$ cat config.mk
export PLATFORM = sky130hd
export DESIGN_NAME = latch_cell_test_sequencer
export DESIGN_NICKNAME = d
export VERILOG_FILES = /design/src/rtl/latch_test_pkg.sv /design/src/rtl/lfsr8_step.sv /design/src/rtl/latch_cell_test_sequencer.sv
export SDC_FILE = /design/constraint.sdc
export NUM_CORES = 1
export LEC_CHECK = 0
export ABC_CLOCK_PERIOD_IN_PS = 2600
export CAP_MARGIN = 20
export CORE_UTILIZATION = 25
export DETAILED_ROUTE_END_ITERATION = 7
export PLACE_DENSITY = 0.45
export RECOVER_POWER = 25
export SLEW_MARGIN = 20
export SYNTH_ARGS = -nofsm -noshare
export SYNTH_HDL_FRONTEND = slang
export SYNTH_SLANG_ARGS = --single-unit
$ cat constraint.sdc
create_clock -name clk -period 2.6 [get_ports clk]
set_clock_uncertainty 0.2 [all_clocks]
set_input_delay 0.39 -clock clk [delete_from_list [all_inputs] [get_ports clk]]
set_output_delay 0.39 -clock clk [all_outputs]
set_load 0.05 [all_outputs]
$ cat src/rtl/latch_test_pkg.sv
// Shared types and constants for the latch/DFF cell test sequencer.
package latch_test_pkg;

  typedef enum logic [2:0] {
    ST_IDLE   = 3'd0,
    ST_SETUP  = 3'd1,
    ST_PULSE  = 3'd2,
    ST_HOLD   = 3'd3,
    ST_SAMPLE = 3'd4,
    ST_DONE   = 3'd5
  } state_e;

  localparam logic [7:0]  LFSR_TAPS  = 8'hB8;
  localparam int unsigned FAIL_CNT_W = 8;
  localparam int unsigned VEC_IDX_W  = 8;

endpackage

$ cat src/rtl/lfsr8_step.sv
// One step of the 8-bit Fibonacci LFSR x^8+x^6+x^5+x^4+1, shifting left.
module lfsr8_step
  import latch_test_pkg::*;
(
  input  logic [7:0] lfsr_i,
  output logic [7:0] lfsr_o
);

  assign lfsr_o = {lfsr_i[6:0], ^(lfsr_i & LFSR_TAPS)};

endmodule

$ cat src/rtl/latch_cell_test_sequencer.sv
// Drives setup/pulse/hold/sample vectors into a bank of storage cells and scores them.
// Optional first-failure capture ports are enabled by defining SEQ_FAIL_CAPTURE_EN.
module latch_cell_test_sequencer
  import latch_test_pkg::*;
#(
  parameter int unsigned NCELL     = 4,
  parameter int unsigned NVEC      = 16,
  parameter int unsigned SETUP_CYC = 2,
  parameter int unsigned PULSE_CYC = 1,
  parameter int unsigned HOLD_CYC  = 2,
  parameter logic [7:0]  LFSR_SEED = 8'hA5
) (
  input  logic                  clk,
  input  logic                  rst_n,
  input  logic                  start_i,
  input  logic                  abort_i,
  input  logic [NCELL-1:0]      dut_q_i,
  output logic [NCELL-1:0]      dut_d_o,
  output logic                  dut_en_o,
  output logic                  busy_o,
  output logic                  done_o,
  output logic                  pass_o,
  output logic [FAIL_CNT_W-1:0] fail_cnt_o,
  output logic [VEC_IDX_W-1:0]  vec_idx_o
`ifdef SEQ_FAIL_CAPTURE_EN
  ,
  output logic [VEC_IDX_W-1:0]  first_fail_idx_o,
  output logic [NCELL-1:0]      first_fail_mask_o
`endif
);

  localparam int unsigned PH_MAX0 = (SETUP_CYC > PULSE_CYC) ? SETUP_CYC : PULSE_CYC;
  localparam int unsigned PH_MAX  = (PH_MAX0 > HOLD_CYC) ? PH_MAX0 : HOLD_CYC;
  localparam int unsigned PH_W    = (PH_MAX > 1) ? $clog2(PH_MAX) : 1;

  state_e                 state_q, state_d;
  logic [PH_W-1:0]        phase_q, phase_d;
  logic [7:0]             lfsr_q, lfsr_d, lfsr_nxt_c;
  logic [NCELL-1:0]       golden_q, golden_d;
  logic [NCELL-1:0]       dut_d_q, dut_d_d;
  logic                   dut_en_q, dut_en_d;
  logic                   busy_q, busy_d;
  logic                   done_q, done_d;
  logic                   pass_q, pass_d;
  logic [FAIL_CNT_W-1:0]  fail_cnt_q, fail_cnt_d;
  logic [VEC_IDX_W-1:0]   vec_idx_q, vec_idx_d;
`ifdef SEQ_FAIL_CAPTURE_EN
  logic [VEC_IDX_W-1:0]   ff_idx_q, ff_idx_d;
  logic [NCELL-1:0]       ff_mask_q, ff_mask_d;
`endif

  logic phase_last_c;
  logic mismatch_c;

  lfsr8_step u_lfsr (
    .lfsr_i (lfsr_q),
    .lfsr_o (lfsr_nxt_c)
  );

  assign phase_last_c = (phase_q == '0);
  assign mismatch_c   = (dut_q_i != golden_q);

  // Next-state and registered-output logic; abort overrides any busy state.
  always_comb begin
    state_d    = state_q;
    phase_d    = phase_q;
    lfsr_d     = lfsr_q;
    golden_d   = golden_q;
    dut_d_d    = dut_d_q;
    dut_en_d   = dut_en_q;
    busy_d     = busy_q;
    done_d     = 1'b0;
    pass_d     = pass_q;
    fail_cnt_d = fail_cnt_q;
    vec_idx_d  = vec_idx_q;
`ifdef SEQ_FAIL_CAPTURE_EN
    ff_idx_d   = ff_idx_q;
    ff_mask_d  = ff_mask_q;
`endif

    case (state_q)
      ST_IDLE: begin
        if (start_i && !abort_i) begin
          state_d    = ST_SETUP;
          phase_d    = PH_W'(SETUP_CYC - 1);
          busy_d     = 1'b1;
          fail_cnt_d = '0;
          vec_idx_d  = '0;
          lfsr_d     = LFSR_SEED;
          dut_d_d    = LFSR_SEED[NCELL-1:0];
          dut_en_d   = 1'b0;
`ifdef SEQ_FAIL_CAPTURE_EN
          ff_idx_d   = '0;
          ff_mask_d  = '0;
`endif
        end
      end
      ST_SETUP: begin
        if (phase_last_c) begin
          state_d  = ST_PULSE;
          phase_d  = PH_W'(PULSE_CYC - 1);
          dut_en_d = 1'b1;
          golden_d = dut_d_q;
        end else begin
          phase_d = phase_q - PH_W'(1);
        end
      end
      ST_PULSE: begin
        if (phase_last_c) begin
          state_d  = ST_HOLD;
          phase_d  = PH_W'(HOLD_CYC - 1);
          dut_en_d = 1'b0;
          dut_d_d  = ~golden_q;
        end else begin
          phase_d = phase_q - PH_W'(1);
        end
      end
      ST_HOLD: begin
        if (phase_last_c) begin
          state_d = ST_SAMPLE;
          phase_d = '0;
        end else begin
          phase_d = phase_q - PH_W'(1);
        end
      end
      ST_SAMPLE: begin
        if (mismatch_c) begin
          fail_cnt_d = (fail_cnt_q == '1) ? fail_cnt_q : fail_cnt_q + FAIL_CNT_W'(1);
`ifdef SEQ_FAIL_CAPTURE_EN
          // Counter still zero means this is the run's first mismatch.
          if (fail_cnt_q == '0) begin
            ff_idx_d  = vec_idx_q;
            ff_mask_d = dut_q_i ^ golden_q;
          end
`endif
        end
        lfsr_d = lfsr_nxt_c;
        if (vec_idx_q == VEC_IDX_W'(NVEC - 1)) begin
          state_d = ST_DONE;
          done_d  = 1'b1;
          pass_d  = (fail_cnt_d == '0);
        end else begin
          state_d   = ST_SETUP;
          phase_d   = PH_W'(SETUP_CYC - 1);
          vec_idx_d = vec_idx_q + VEC_IDX_W'(1);
          dut_d_d   = lfsr_nxt_c[NCELL-1:0];
        end
      end
      ST_DONE: begin
        state_d = ST_IDLE;
        busy_d  = 1'b0;
      end
      default: begin
        state_d = ST_IDLE;
        busy_d  = 1'b0;
      end
    endcase

    if (abort_i && (state_q != ST_IDLE)) begin
      state_d    = ST_IDLE;
      dut_en_d   = 1'b0;
      busy_d     = 1'b0;
      done_d     = 1'b0;
      pass_d     = pass_q;
      fail_cnt_d = fail_cnt_q;
      vec_idx_d  = vec_idx_q;
      lfsr_d     = lfsr_q;
`ifdef SEQ_FAIL_CAPTURE_EN
      ff_idx_d   = ff_idx_q;
      ff_mask_d  = ff_mask_q;
`endif
    end
  end

  always_ff @(posedge clk or negedge rst_n) begin
    if (!rst_n) begin
      state_q    <= ST_IDLE;
      phase_q    <= '0;
      lfsr_q     <= LFSR_SEED;
      golden_q   <= '0;
      dut_d_q    <= '0;
      dut_en_q   <= 1'b0;
      busy_q     <= 1'b0;
      done_q     <= 1'b0;
      pass_q     <= 1'b0;
      fail_cnt_q <= '0;
      vec_idx_q  <= '0;
`ifdef SEQ_FAIL_CAPTURE_EN
      ff_idx_q   <= '0;
      ff_mask_q  <= '0;
`endif
    end else begin
      state_q    <= state_d;
      phase_q    <= phase_d;
      lfsr_q     <= lfsr_d;
      golden_q   <= golden_d;
      dut_d_q    <= dut_d_d;
      dut_en_q   <= dut_en_d;
      busy_q     <= busy_d;
      done_q     <= done_d;
      pass_q     <= pass_d;
      fail_cnt_q <= fail_cnt_d;
      vec_idx_q  <= vec_idx_d;
`ifdef SEQ_FAIL_CAPTURE_EN
      ff_idx_q   <= ff_idx_d;
      ff_mask_q  <= ff_mask_d;
`endif
    end
  end

  assign dut_d_o    = dut_d_q;
  assign dut_en_o   = dut_en_q;
  assign busy_o     = busy_q;
  assign done_o     = done_q;
  assign pass_o     = pass_q;
  assign fail_cnt_o = fail_cnt_q;
  assign vec_idx_o  = vec_idx_q;
`ifdef SEQ_FAIL_CAPTURE_EN
  assign first_fail_idx_o  = ff_idx_q;
  assign first_fail_mask_o = ff_mask_q;
`endif

endmodule
==> flow_metrics.tcl <==
set metrics [dict create \
    cpPeakStageDelay_ps 450 \
    wl_mm 5.39 \
    cp_max_fo 7 \
    fmaxAchievable_mhz 417 \
    p_seq_share_pct 42.2 \
    rsz0062_at_grt "false" \
    critPathLaunch "fail_cnt_o[0]" \
    worstReg2RegStart "fail_cnt_o[0]" \
    crit_type "register to register" \
    fin_area_sq_mm 0.00277 \
    cts_buffers 5 \
    p_sw_mw 0.680 \
    ys_async_sr_fraction_pct 100 \
    yosysTopAreaCell "dfrtp_1" \
    required_ps 2640 \
    p_per_area_mw_per_mm2 694 \
    grtUsageMet2_pct 20.9 \
    antenna_left 0 \
    crit_path_start_kind "register" \
    ios 32 \
    dp_hpwl_mm 3.86 \
    post_cts_resize_count 0 \
    synth_cell_types 50 \
    synth.yosys.warnings 0 \
    dr.pass1.iters 4 \
    rows 33 \
    first_global_vias 1790 \
    final.setup.tns_ps 0 \
    syn_to_final_growth_pct 26.3 \
    slew_violations 0 \
    synthCells 227 \
    grt-ovfl-total 0 \
    yosys_register_bits 40 \
    hold_start "dut_en_o" \
    crit_chain "ha_1 > and4_1 > nand4_4 > a211o_1 > a222oi_1 > a22o_1" \
    synth.net_count 237 \
    critPathSlowestCell "dfrtp_1" \
    viasPerCell 4.98 \
    final.period_utilization_pct 92.2 \
    grtUsageMet3_pct 3.27 \
    synth-edff-count 0 \
    avgSynthCellArea_sq_um 9.66 \
    synth-main-ff-cell "dfrtp_1" \
    worst_pin_slew_ps 1040 \
    gp_congestion 0.759 \
    yosysMostFrequentCell "dfrtp_1" \
    clkTransAtPathRegs_ps 80 \
    drt_iter0_drc 57 \
    max_cap_violations 0 \
    p_clk_share_pct 27.0 \
    relSlewSlack_pct 30.5 \
    grt_util_all_layers_pct 13.2 \
    cts.path.max_buffers 2 \
    hold_slack_ps 315 \
    root_buffer "clkbuf_8" \
    outcome "completed" \
    antenna_cells 0 \
    clk_latency_ps 300 \
    grt.busiest_layer "met2" \
    ys_seq_area_share_pct 45.9 \
    route.detailed.drc 0 \
    leakage_nw 1.11 \
    synth_top_area_share_pct 41.1 \
    nNetsFinal 276 \
    die_width_microns 95.7 \
    cp-end-kind "register" \
    fp.coreArea_sq_mm 0.00834 \
    period_needed_ps 2400 \
    cts_sinks 40 \
    gr-usage-met1_pct 17.7 \
    place.port_buffers 31 \
    die_h_microns 95.7 \
    grt_max_degree 24 \
    placed_area_sq_mm 0.00266 \
    mappedNetlistArea_sq_mm 0.00219 \
    cts_tree "done" \
    cts_setup_buffers 0 \
    setup_violations 0 \
    start_util_pct 26.3 \
    ir_worst_vdd_v 0.000315 \
    die_area_sq_mm 0.00915 \
    worstPathArrival_ps 2430 \
    p_comb_share_pct 30.8 \
    dr_total_vias 1851 \
    switching_share_pct 35.4 \
    grt_pass1_wl_mm 9.08 \
    htreeDepth 2 \
    wire_per_inst_microns 14.5 \
    antenna_found_initial 0 \
    layout-drive-gt1-share_pct 14.6 \
    yosys-top-cells-count "dfrtp_1, o21ai_0, nand2_1" \
    hp-class "register to register" \
    yosys-top-cells-area "dfrtp_1, dfstp_2, o21ai_0" \
    hold_viol 0 \
    p_int_mw 1.24 \
]
-- path summary, 6_finish.rpt --
check	to	slack (ps)	depth (start not counted)
worst max register to register	pass_o	200	6
worst max-delay path	pass_o	200	6
min in group asynchronous	fail_cnt_o[0]	600	2
worst min-delay path	dut_en_o	320	1
max in group asynchronous	lfsr_q[4]	450	3
worst min register to register	dut_en_o	320	1
-- power groups by stage --
stage	registers, mW	clock network (mW)	logic [mW]
after floorplan	0.914	0	0.307
after global placement	0.825	0	0.592
after detailed placement	0.821	0	0.596
after CTS	0.812	0.538	0.599
after global routing	0.828	0.571	0.643
final	0.811	0.519	0.592
-- per-layer routing --
| metal | up-vias | wire [microns] |
|---|---|---|
| met1 | 899 | 2610 |
| met4 | 0 | 60 |
| met3 | 5 | 176 |
| met2 | 32 | 2550 |
| li1 | 915 | - |
| met5 | - | 0 |
-- cell type report --
class | count | area [sq um]
sequential | 40 | 1010
inverter | 5 | 18.8
fill | 891 | 5570
clock buffer | 5 | 68.8
timing repair buffer | 45 | 405
tap | 105 | 131
clock inverter | 3 | 42.5
multi-input combinational | 169 | 1100
-- through the flow --
stage	setup WS (ps)	power [mW]	instances	util [%]
6_report	203	1.92	372	33.2
5_1_grt	15.1	2.04	372	33.2
3_3_place_gp	215	1.42	363	31.8
2_1_floorplan	67.6	1.22	227	-
4_1_cts	193	1.95	372	33.3
3_5_place_dp	219	1.42	363	31.8
-- cells by family after synthesis --
family | Yosys count | synth area share, %
flip-flops | 40 | 45.9
AND/OR/NAND/NOR | 80 | 19.4
adder cells (fa/ha/maj) | 2 | 1.14
multiplexers | 10 | 5.08
buffers and inverters | 18 | 4.11
XOR/XNOR | 14 | 5.59
AO/OA/AOI/OAI | 63 | 18.8
-- worst max-delay path, delay by kind of cell, from the launching register on --
kind	cells	cell delay, ps
AO/OA/AOI/OAI	3	830
adder cells (fa/ha/maj)	1	330
flip-flops	1	450
AND/OR/NAND/NOR	2	530
-- state kept, by name, summed over array words and instances, names as in the netlist --
signal	count
fail_cnt_o	8
lfsr_q	8
vec_idx_o	8
dut_d_o	4
golden_q	4
state_q	3
busy_o	1
done_o	1
dut_en_o	1
pass_o	1
phase_q	1
-- placed cells by master (no fill, tap or decap), types with 5 or more instances in the layout --
master	n
nor3_1	8
xnor2_1	11
nand3_1	10
nand4_1	5
inv_1	5
clkbuf_8	5
o21ai_0	21
mux2_2	9
dfrtp_1	36
clkdlybuf4s50_1	30
nor2_1	14
a21oi_1	11
nand2_1	20
buf_4	11
-- repair_timing --
| action | 4_1_cts | 5_1_grt |
|---|---|---|
| hold endpoints to repair | 17 | 0 |
| setup endpoints to repair | 0 | 0 |
| hold buffers | 1 | 0 |
(Power assumes the default switching activity.)
